===== src/rtl/clock_pkg.sv =====
// Shared definitions for the 7-segment clock: edit-mode states, blink selects
// and the counter strobe bundle.
package clock_pkg;

  typedef enum logic [1:0] {
    ST_RUN   = 2'd0,
    ST_SET_H = 2'd1,
    ST_SET_M = 2'd2,
    ST_SET_S = 2'd3
  } set_state_t;

  localparam logic [2:0] BLINK_NONE    = 3'b000;
  localparam logic [2:0] BLINK_HOURS   = 3'b100;
  localparam logic [2:0] BLINK_MINUTES = 3'b010;
  localparam logic [2:0] BLINK_SECONDS = 3'b001;

  typedef struct packed {
    logic inc_hours;
    logic inc_minutes;
    logic clr_seconds;
  } strobe_t;

  // MODE cycles RUN -> SET_H -> SET_M -> SET_S -> RUN
  function automatic set_state_t mode_next(input set_state_t s);
    set_state_t n;
    case (s)
      ST_RUN:   n = ST_SET_H;
      ST_SET_H: n = ST_SET_M;
      ST_SET_M: n = ST_SET_S;
      default:  n = ST_RUN;
    endcase
    return n;
  endfunction

  function automatic logic [2:0] blink_sel(input set_state_t s);
    logic [2:0] b;
    case (s)
      ST_SET_H: b = BLINK_HOURS;
      ST_SET_M: b = BLINK_MINUTES;
      ST_SET_S: b = BLINK_SECONDS;
      default:  b = BLINK_NONE;
    endcase
    return b;
  endfunction

  // Strobe that an INC action produces in a given state
  function automatic strobe_t strobe_sel(input set_state_t s);
    strobe_t st;
    st = '0;
    case (s)
      ST_SET_H: st.inc_hours   = 1'b1;
      ST_SET_M: st.inc_minutes = 1'b1;
      ST_SET_S: st.clr_seconds = 1'b1;
      default:  st = '0;
    endcase
    return st;
  endfunction

endpackage


===== src/rtl/set_mode_controller_if.sv =====
// Button/tick inputs and blink/strobe outputs of the time-setting controller.
interface set_mode_controller_if;
  logic       btn_mode;
  logic       btn_inc;
  logic       tick_sec;
  logic       tick_rep;
  logic [2:0] blink_control;
  logic       inc_hours;
  logic       inc_minutes;
  logic       clr_seconds;
  logic       run_en;

  modport master (
    output btn_mode, btn_inc, tick_sec, tick_rep,
    input  blink_control, inc_hours, inc_minutes, clr_seconds, run_en
  );

  modport slave (
    input  btn_mode, btn_inc, tick_sec, tick_rep,
    output blink_control, inc_hours, inc_minutes, clr_seconds, run_en
  );
endinterface


===== src/rtl/button_press.sv =====
// Debounced level to one-cycle registered press pulse; after reset the button
// must be seen low once before a rising edge counts.
module button_press (
  input  logic clk,
  input  logic rst_n,
  input  logic level,
  output logic press
);

  logic prev_q;
  logic armed_q;

  always_ff @(posedge clk or negedge rst_n) begin
    if (!rst_n) begin
      prev_q  <= 1'b0;
      armed_q <= 1'b0;
      press   <= 1'b0;
    end else begin
      prev_q <= level;
      if (!level) armed_q <= 1'b1;
      press <= armed_q & level & ~prev_q;
    end
  end

endmodule


===== src/rtl/set_mode_controller.sv =====
// Edit-mode FSM for the clock: selects the digit pair being set, issues
// increment/clear strobes, auto-repeats held INC and times out back to RUN.
module set_mode_controller
  import clock_pkg::*;
#(
  parameter int unsigned TIMEOUT_S = 30,
  parameter int unsigned HOLD_S    = 1
) (
  input  logic                  clk,
  input  logic                  rst_n,
  set_mode_controller_if.slave  bus
);

  localparam int unsigned IDLE_W = $clog2(TIMEOUT_S + 1);
  localparam int unsigned HOLD_W = $clog2(HOLD_S + 1);

  logic mode_p;
  logic inc_p;

  button_press u_mode_press (
    .clk   (clk),
    .rst_n (rst_n),
    .level (bus.btn_mode),
    .press (mode_p)
  );

  button_press u_inc_press (
    .clk   (clk),
    .rst_n (rst_n),
    .level (bus.btn_inc),
    .press (inc_p)
  );

  set_state_t        state_q, state_nxt;
  logic [IDLE_W-1:0] idle_q, idle_nxt;
  logic [HOLD_W-1:0] hold_q, hold_nxt;
  logic              rep_ok_q, rep_ok_nxt;
  logic              rep_q;
  strobe_t           stb_q, stb_nxt;
  logic [2:0]        blink_q;
  logic              run_en_q;

  logic timeout;
  logic hold_sat;
  logic state_chg;
  logic rep_state;

  // Next state, strobes and counter updates; at most one strobe per cycle
  always_comb begin
    state_nxt  = state_q;
    stb_nxt    = '0;
    idle_nxt   = idle_q;
    hold_nxt   = hold_q;
    rep_ok_nxt = rep_ok_q;

    timeout   = (state_q != ST_RUN) && (idle_q == IDLE_W'(TIMEOUT_S));
    hold_sat  = (hold_q == HOLD_W'(HOLD_S));
    rep_state = (state_q == ST_SET_H) || (state_q == ST_SET_M);

    if (mode_p) begin
      state_nxt = mode_next(state_q);
    end else if (inc_p) begin
      stb_nxt = strobe_sel(state_q);
    end else if (timeout) begin
      state_nxt = ST_RUN;
    end else if (rep_q && hold_sat && rep_ok_q && rep_state) begin
      stb_nxt = strobe_sel(state_q);
    end

    state_chg = (state_nxt != state_q);

    if (mode_p || inc_p || bus.btn_inc || state_chg || (state_q == ST_RUN)) begin
      idle_nxt = '0;
    end else if (bus.tick_sec && !timeout) begin
      idle_nxt = idle_q + IDLE_W'(1);
    end

    // Repeat needs a fresh INC press in the current state
    if (!bus.btn_inc || state_chg) begin
      hold_nxt   = '0;
      rep_ok_nxt = 1'b0;
    end else begin
      if (bus.tick_sec && !hold_sat) hold_nxt = hold_q + HOLD_W'(1);
      if (inc_p) rep_ok_nxt = 1'b1;
    end
  end

  always_ff @(posedge clk or negedge rst_n) begin
    if (!rst_n) begin
      state_q  <= ST_RUN;
      idle_q   <= '0;
      hold_q   <= '0;
      rep_ok_q <= 1'b0;
      rep_q    <= 1'b0;
      stb_q    <= '0;
      blink_q  <= BLINK_NONE;
      run_en_q <= 1'b1;
    end else begin
      state_q  <= state_nxt;
      idle_q   <= idle_nxt;
      hold_q   <= hold_nxt;
      rep_ok_q <= rep_ok_nxt;
      rep_q    <= bus.tick_rep;
      stb_q    <= stb_nxt;
      blink_q  <= blink_sel(state_nxt);
      run_en_q <= (state_nxt != ST_SET_S);
    end
  end

  assign bus.blink_control = blink_q;
  assign bus.inc_hours     = stb_q.inc_hours;
  assign bus.inc_minutes   = stb_q.inc_minutes;
  assign bus.clr_seconds   = stb_q.clr_seconds;
  assign bus.run_en        = run_en_q;

endmodule


===== src/flat_wrapper.sv =====
// flat-port wrapper written by rule: the top's interface ports become plain ports
module set_mode_controller_flat import clock_pkg::*;
#(
  parameter int unsigned TIMEOUT_S = 30,
  parameter int unsigned HOLD_S    = 1
)
  (clk, rst_n, bus_btn_mode, bus_btn_inc, bus_tick_sec, bus_tick_rep, bus_blink_control, bus_inc_hours, bus_inc_minutes, bus_clr_seconds, bus_run_en);
  set_mode_controller_if bus_i ();
  input  logic clk;
  input  logic rst_n;
  input wire logic [$bits(bus_i.btn_mode)-1:0] bus_btn_mode;
  input wire logic [$bits(bus_i.btn_inc)-1:0] bus_btn_inc;
  input wire logic [$bits(bus_i.tick_sec)-1:0] bus_tick_sec;
  input wire logic [$bits(bus_i.tick_rep)-1:0] bus_tick_rep;
  output wire logic [$bits(bus_i.blink_control)-1:0] bus_blink_control;
  output wire logic [$bits(bus_i.inc_hours)-1:0] bus_inc_hours;
  output wire logic [$bits(bus_i.inc_minutes)-1:0] bus_inc_minutes;
  output wire logic [$bits(bus_i.clr_seconds)-1:0] bus_clr_seconds;
  output wire logic [$bits(bus_i.run_en)-1:0] bus_run_en;
  assign bus_i.btn_mode = bus_btn_mode;
  assign bus_i.btn_inc = bus_btn_inc;
  assign bus_i.tick_sec = bus_tick_sec;
  assign bus_i.tick_rep = bus_tick_rep;
  assign bus_blink_control = bus_i.blink_control;
  assign bus_inc_hours = bus_i.inc_hours;
  assign bus_inc_minutes = bus_i.inc_minutes;
  assign bus_clr_seconds = bus_i.clr_seconds;
  assign bus_run_en = bus_i.run_en;
  set_mode_controller #(.TIMEOUT_S(TIMEOUT_S), .HOLD_S(HOLD_S)) u_core (.clk(clk), .rst_n(rst_n), .bus(bus_i));
endmodule

===== config.mk =====
export PLATFORM = sky130hd
export DESIGN_NAME = set_mode_controller_flat
export DESIGN_NICKNAME = d
export VERILOG_FILES = /design/src/rtl/clock_pkg.sv /design/src/rtl/set_mode_controller_if.sv /design/src/rtl/button_press.sv /design/src/rtl/set_mode_controller.sv /design/src/flat_wrapper.sv
export SDC_FILE = /design/constraint.sdc
export NUM_CORES = 1
export LEC_CHECK = 0
export ABC_AREA = 1
export BUFFER_PORTS_ARGS = -buffer_cell sky130_fd_sc_hd__buf_2
export CAP_MARGIN = 10
export CORE_MARGIN = 4
export CORE_UTILIZATION = 40
export CTS_CLUSTER_SIZE = 10
export DETAILED_ROUTE_END_ITERATION = 8
export GPL_TIMING_DRIVEN = 0
export PLACE_DENSITY = 0.6
export SYNTH_ARGS = -nofsm -noshare
export SYNTH_HDL_FRONTEND = slang
export SYNTH_SLANG_ARGS = --single-unit

===== constraint.sdc =====
create_clock -name clk -period 1.9 [get_ports clk]
set_input_delay 0.19 -clock clk [delete_from_list [all_inputs] [get_ports clk]]
set_output_delay 0.19 -clock clk [all_outputs]
set_load 0.05 [all_outputs]

# Yosys cells after proc, flatten, opt, wreduce, memory -nomap -nowiden
# Cells that the tools add are included.
# W data, S select, Z words.
[word_totals]
regBits = 23
input_bits = 6
out_inout_bits = 7
[classes]
addsub = 2
n_eq_ne = 9
muxes = 18
bitwise_logic = 6
reduce_logical = 20
[ops]
columns = ["operator", "count"]
rows = [
  ["$mux W3", 4],
  ["$mux W5", 2],
  ["$pmux W3 S3", 1],
  ["$eq A2 B2 Y1 const B", 4],
  ["$reduce_bool A2 Y1", 4],
  ["$mux W1", 7],
  ["$logic_and A1 B1 Y1", 6],
  ["$logic_or A1 B1 Y1", 6],
  ["$mux W2", 3],
  ["$pmux W2 S3", 1],
  ["$add A5 B1 Y5 const B", 1],
  ["$eq A5 B5 Y1 const B", 1],
  ["$and A1 B1 Y1", 4],
  ["$eq A2 B1 Y1 const B", 2],
  ["$logic_not A1 Y1", 3],
  ["$logic_not A2 Y1", 1],
  ["$ne A2 B2 Y1", 1],
  ["$ne A2 B2 Y1 const B", 1],
  ["$not A1 Y1", 2],
  ["$add A1 B1 Y1 const B", 1],
]

# Longest topological paths before layout
# Gate-level depths: netlist of run 1.
[logic_depth]
word_depth = 9
mapped_depth = 10

# By module
# Synthesis of run 1 repeated with hierarchy kept, for this count alone.
[unflattened]
cells_unflattened = 96
hier_area_um2 = 1003.5
[by_module_without_submodules]
columns = ["module", "n_inst", "cells_each", "area_per_inst_um2", "seq_area_each_um2"]
rows = [
  ["set_mode_controller", 1, 84, 825.8, 426.7],
  ["button_press", 2, 6, 88.8, 75.1],
]

# Worst setup path before layout of run 1
# No wires, ideal clock.
[synth_path]
path_kind = "register to register"
from = "register u_core.state_q[0]"
to = "register u_core.idle_q[2]"
setup_ns = 0.120
t_arrival_ns = 1.362
required_time_ns = 1.780
setup_slack_ns = 0.419
path_stages_with_launch = 9
period_less_slack_ns = 1.481
path_cell_list = "dfrtp_1 -> inv_1 -> ha_1 -> nor2_2 -> nand3_2 -> nand2_2 -> nand3_2 -> nand4_2 -> nor2_1"
[synth_between]
elab_chain_len = 9
word_cells_on_any_way = 16
classes_between = "eq/ne (3); mux (5); reduce/logical (8)"
[synth_rtl]
columns = ["item", "line_no", "source"]
rows = [
  ["start, declared", "set_mode_controller.sv:34", "set_state_t state_q, state_nxt;"],
  ["start signal, assigned", "set_mode_controller.sv:99", "state_q <= state_nxt;"],
  ["$reduce_bool A2 Y1", "set_mode_controller.sv:56", "timeout = (state_q != ST_RUN) && (idle_q == IDLE_W'(TIMEOUT_S));"],
  ["$logic_and A1 B1 Y1", "set_mode_controller.sv:56", ""],
  ["$mux W2", "set_mode_controller.sv:64", "end else if (timeout) begin"],
  ["$mux W2", "set_mode_controller.sv:62", "end else if (inc_p) begin"],
  ["$mux W2", "set_mode_controller.sv:60", "if (mode_p) begin"],
  ["$ne A2 B2 Y1", "set_mode_controller.sv:70", "state_chg = (state_nxt != state_q);"],
  ["$logic_or A1 B1 Y1 (2 in series)", "set_mode_controller.sv:72", "if (mode_p || inc_p || bus.btn_inc || state_chg || (state_q == ST_RUN)) begin"],
  ["$mux W5 or $reduce_bool A2 Y1 (tied branches)", "--", ""],
  ["end signal, assigned", "set_mode_controller.sv:100", "idle_q <= idle_nxt;"],
  ["end, declared", "set_mode_controller.sv:35", "logic [IDLE_W-1:0] idle_q, idle_nxt;"],
]
# Several ways; a longest one is shown, not always the timed one.
# A chain may end at the register's enable or synchronous reset.

# Final worst setup path of run 1
[layout_path]
from = "register u_core.state_q[0]"
to = "register u_core.idle_q[4]"
# The elaborated chain is that of the path after synthesis.

==> results of run 1 <==
==> sequential cells by signal (all words and copies together) (netlist names) <==
signal,count
u_core.rep_ok_q,1
u_core.u_inc_press.prev_q,1
u_core.u_mode_press.prev_q,1
u_core.bus.inc_hours,1
u_core.u_mode_press.press,1
u_core.u_mode_press.armed_q,1
u_core.bus.blink_control,3
u_core.bus.inc_minutes,1
u_core.bus.clr_seconds,1
u_core.rep_q,1
u_core.state_q,2
u_core.u_inc_press.press,1
u_core.hold_q,1
u_core.u_inc_press.armed_q,1
u_core.bus.run_en,1
u_core.idle_q,5
==> where the power goes <==
part | internal, mW | switching (mW) | total [mW]
clock network | 0.0788 | 0.145 | 0.224
logic | 0.136 | 0.348 | 0.484
registers | 0.573 | 0.0508 | 0.624
==> metrics by stage <==
step | instances | worst slack [ps] | power [mW] | utilization [%]
final | 149 | 201 | 1.33 | 47.8
after global routing | 149 | 52.6 | 1.44 | 47.8
after CTS | 149 | 173 | 1.35 | 47.8
after detailed placement | 142 | 193 | 1.12 | 45.5
after global placement | 142 | 242 | 1.11 | 45.5
after floorplan | 100 | 419 | 1.01 | -
==> Yosys cell counts, drive strengths merged <==
master	instances	share of area, %
o21bai	1	0.74
a21boi	1	1.8
dfstp	1	2.6
nand2	18	7.9
nor2	18	7.6
o22ai	1	0.61
ha	6	7.4
o21ai	3	1.8
a21oi	3	1.5
inv	15	5.5
nand4	5	3.7
xor2	2	1.7
dfrtp	22	54
nor4	1	0.61
nand3	3	2.5
==> final timing paths <==
check	start	to	slack (ps)	cells past startpoint
max	u_core.state_q[0]	u_core.idle_q[4]	200	8
min	bus_btn_inc	u_core.u_inc_press.prev_q	40	1
max reg2reg	u_core.state_q[0]	u_core.idle_q[4]	200	8
min reg2reg	u_core.u_mode_press.prev_q	u_core.u_mode_press.press	400	1
max in group asynchronous	rst_n	u_core.bus.run_en	1190	2
min in group asynchronous	rst_n	u_core.idle_q[2]	360	2
==> per-layer routing <==
layer,track usage [%],up-vias,share of wire [%],wire [µm]
met1,12.5,333,43,663
li1,-,352,-,-
met3,2.63,2,3.1,49
met4,4.97,0,1.8,28
met2,18.7,7,52,816
met5,0,-,0,0
==> kinds of logic after synthesis <==
family                     Yosys count  share of synthesized area (%)
buffers and inverters               15                           5.53
AOI/OAI and AO/OA                    9                           6.51
DFF                                 23                           56.6
adders and majority gates            6                           7.37
xor gates and xnor gates             2                           1.72
and+or+nand+nor                     45                           22.2
==> area by class of cell <==
class | instances | share of cell area (%)
inverters | 15 | 4.80
well taps | 30 | 3.20
flip-flops and latches | 23 | 49.1
clock inverters | 1 | 0.426
clock buffers | 3 | 1.92
multi-input cells | 62 | 32.8
repair buffers | 15 | 7.68
==> metrics, run 1 <==
crit path max fanout 5; DR WL/cell around 10 µm; Final Hold Viols 0; quantity of I/O buffers inserted on ports 12; Area Overhead vs Synth 15.2%; Syn Nets about 110; most frequent cells in the layout 22 x dfrtp_1, 16 x nor2_1, 13 x inv_1, 13 x nand2_1, 12 x buf_2; Startpoint Class flip-flop; critical-path cell list inv_1 > ha_1 > nor2_2 > nand3_2 > nand2_2 > nand3_2 > nand4_2 > nor2_1; min-delay worst type primary input to flip-flop; final worst path period share 89.4%; die area about 3400 µm²; drc violations 0; DR vias 694; RSZ-0062 raised after global routing false; largest net degree at the start of global routing 24; drt initial violations 13; first-pass iteration count of the detailed router 4; Fin Setup TNS 0 ps; Congestion Overflow GR 0; Placed Area around 1100 µm²; library cells used by synthesis 22; Ant. Diodes 0; Final Wtd Congestion 0.699; Starting Density 41.5%; Max VDD drop between 0.9 and 1 mV; fin crit period around 1700 ps; Mean Syn Cell Area between 10 and 15 µm²; Fillers 239; layout cells sized above 1 a little over a quarter; number of global-route vias before repair 698; Die Ht between 50 and 60 µm; Core ar. around 2500 µm²; Power per Cell Area 1140 nW/µm²; kind of critical path flip-flop to flip-flop; commonest non-fill, non-tap cell in the layout dfrtp_1; WP data arrival 1910 ps; Ports 13; Setup Buffers After CTS 0; Final nets about 130; Post-DP HPWL between 1000 and 1500 µm; TritonCTS clock tree done; CP endpoint kind flip-flop; Die X ~58 µm; Leakage between 0.5 and 0.6 nW; Root Buffer clkbuf_4; GRT Total Usage between 10 and 15%; final instance area 1170 µm²; CP delay by family, top simple AND/OR/NAND/NOR gates; floorplan row count 18; post-synthesis sequential area ratio 56.6%; initial antenna violation count 0; slowest CP cell dfrtp_1; final setup vio count 0; status complete, no violations; clk slew on worst S/H paths approximately 120 ps; Yosys reg bits 23; Vias/cell around 4.7; Reg area just under 600 µm²; max_cap viols 0; cells after synthesis 100; # hold bufs at CTS 3; relative slew slack roughly two thirds; critical path's most frequent cell nand3_2; Final Max Tran Viols 0; first-pass GRT wire length approximately 2800 µm; Routed Antenna Nets 0; area occupied by multi-input gates slightly below 400 µm²; fmax ~590 MHz; CTS sink count 23; DRT Wirelength 1560 µm; clk buf depth 2; Max Clock Skew around 3 ps; CTS Buf Count 3; Netlist Area Pre-Place roughly 1000 µm²; Slowest Stage Delay on Critical Path around 460 ps; Hold Slack about 36 ps; H-tree depth 1; Tightest Pin Transition slightly below 500 ps; crit path buf inv count 1; Synthesis Warnings 0; worst skew pair latency 310 ps; Post-CTS Resized 0; critical path required time about 2100 ps
(Power assumes the default switching activity.)
==> run 2: changes to the inputs <==
- CORE_ASPECT_RATIO: default -> 0.9
==> run 2 against run 1 <==
Net effect:
- die area barely moved
- final cell count fell by 1.3%
- combinational power barely moved
- maximum frequency barely moved
- hold slack got worse by 4.8 ps
- critical path type unchanged
- global-route usage rose by 1.1 points
- power rose by 0.64%
==> metrics, run 2 (same netlist as run 1, synthesis figures left out) <==
GRT Total Usage between 10% and 20%; relative slew slack around two thirds; Die X around 61 µm; met2 Usage GRT approximately 18%; Die Ht 55.9 µm; Final nets 132; fmax ~590 MHz; RR Startpoint u_core.state_q[0]; min-delay src bus_btn_inc; drc violations 0; Core ar. 2450 µm²; CTS Buf Count 3; RSZ-0062 raised after global routing false; Root Buffer clkbuf_4; Final Max Tran Viols 0; Final Wtd Congestion roughly 0.73; Routed Antenna Nets 0; Slowest Stage Delay on Critical Path 460 ps; Power per Cell Area between 1000 and 1500 nW/µm²; max_cap viols 0; DR WL/cell approximately 11 µm; final setup vio count 0; critical path required time between 2000 and 2500 ps; status complete, no violations; Leakage roughly 0.58 nW; Most Crowded Layer GR met2; CTS sink count 23; critical-path cell list inv_1 > ha_1 > nor2_2 > nand3_2 > nand2_2 > nand3_2 > nand4_2 > nor2_1; hold path endpoint u_core.u_inc_press.prev_q; Hold Slack ~32 ps; quantity of I/O buffers inserted on ports 12; Ant. Diodes 0; Congestion Overflow GR 0; worst skew pair latency 310 ps; first-pass GRT wire length 3100 µm; clk slew on worst S/H paths about 130 ps; critical path's most frequent cell nand3_2; dpl cells between 100 and 150; WP data arrival roughly 1900 ps; most frequent cells in the layout 22 x dfrtp_1, 16 x nor2_1, 13 x inv_1, 13 x nand2_1, 12 x buf_2; min-delay worst type primary input to flip-flop; fin crit period 1700 ps; Final Hold Viols 0; hold depth 1; Post-DP HPWL roughly 1200 µm; largest net degree at the start of global routing 24; final non-filler cell total roughly 150; slowest CP cell dfrtp_1; Reg-to-Reg End u_core.idle_q[1]; met1 GRT Util ~16%; Max Clock Skew about 1.4 ps; Max VDD drop between 0.8 and 0.9 mV; Startpoint Class flip-flop; crit path max fanout 5; H-tree depth 1; floorplan row count 17; commonest non-fill, non-tap cell in the layout dfrtp_1; Area Overhead vs Synth 15.2%; Worst Reg-to-Reg Cells 8; die area between 3000 and 4000 µm²; met3 Usage GRT under 10%; first-pass iteration count of the detailed router 4; Vias/cell approximately 4.7; clk buf depth 2; CP endpoint kind flip-flop; end-of-flow core utilization a little under half; kind of critical path flip-flop to flip-flop; register name with the most flops u_core.idle_q; Ports 13; DRT Wirelength about 1600 µm; initial antenna violation count 0; Power Total 1.34 mW; layout cells sized above 1 approximately a quarter; number of global-route vias before repair 721; Fin Setup TNS 0 ps; Tightest Pin Transition around 500 ps; final worst path period share 89.5%; drt initial violations 8; DR vias between 600 and 700; max reg flops 5; TritonCTS clock tree done; Starting Density a little over two fifths; Reg2Reg Setup Slack roughly 200 ps
## run 2: worst max path at each step
stage	start	to	slack (ps)	depth (start not counted)
finish	u_core.state_q[0]	u_core.idle_q[1]	200	8
floorplan	u_core.state_q[0]	u_core.idle_q[2]	420	8
CTS	u_core.state_q[0]	u_core.idle_q[3]	200	8
detailed placement	u_core.state_q[0]	u_core.idle_q[1]	220	8
global route	u_core.state_q[0]	u_core.idle_q[4]	90	8
global placement	u_core.state_q[0]	u_core.idle_q[1]	230	8
## run 2: through the flow
| stage | setup slack (ps) | cell area [µm²] |
|---|---|---|
| 2_1_floorplan | 419 | 1020 |
| 3_3_place_gp | 231 | 1110 |
| 3_5_place_dp | 221 | 1110 |
| 4_1_cts | 195 | 1170 |
| 5_1_grt | 85.9 | 1170 |
| 6_report | 200 | 1170 |
## run 2: area by class of cell
class	instances	area, µm²
fillers	235	1270
repair buffers	15	90.1
clock inverters	1	7.51
clock buffers	3	22.5
inverters	15	56.3
flip-flops and latches	23	577
multi-input cells	62	385
well taps	28	35.0
## run 2: worst max-delay path, delay by kind of cell, from the launching register on
kind	cells	cell delay [ps]
and+or+nand+nor	6	780
buffers and inverters	1	110
DFF	1	460
adders and majority gates	1	260
## run 2: power by group
part / total (mW) / switching, mW / internal, mW
combinational: 0.486 / 0.349 / 0.136
clock: 0.230 / 0.150 / 0.0804
sequential: 0.625 / 0.0513 / 0.573
total: 1.34 / 0.551 / 0.790
## run 2: timing repair
action / CTS / global route
buffers inserted: 0 / 0
resized for setup: 0 / 0
hold endpoints to repair: 24 / 0
hold buffers: 3 / 0
## run 2: routing by layer
metal	vias up	wire length [µm]
met4	0	24
met5	-	0
li1	359	-
met1	307	785
met3	4	86
met2	16	714
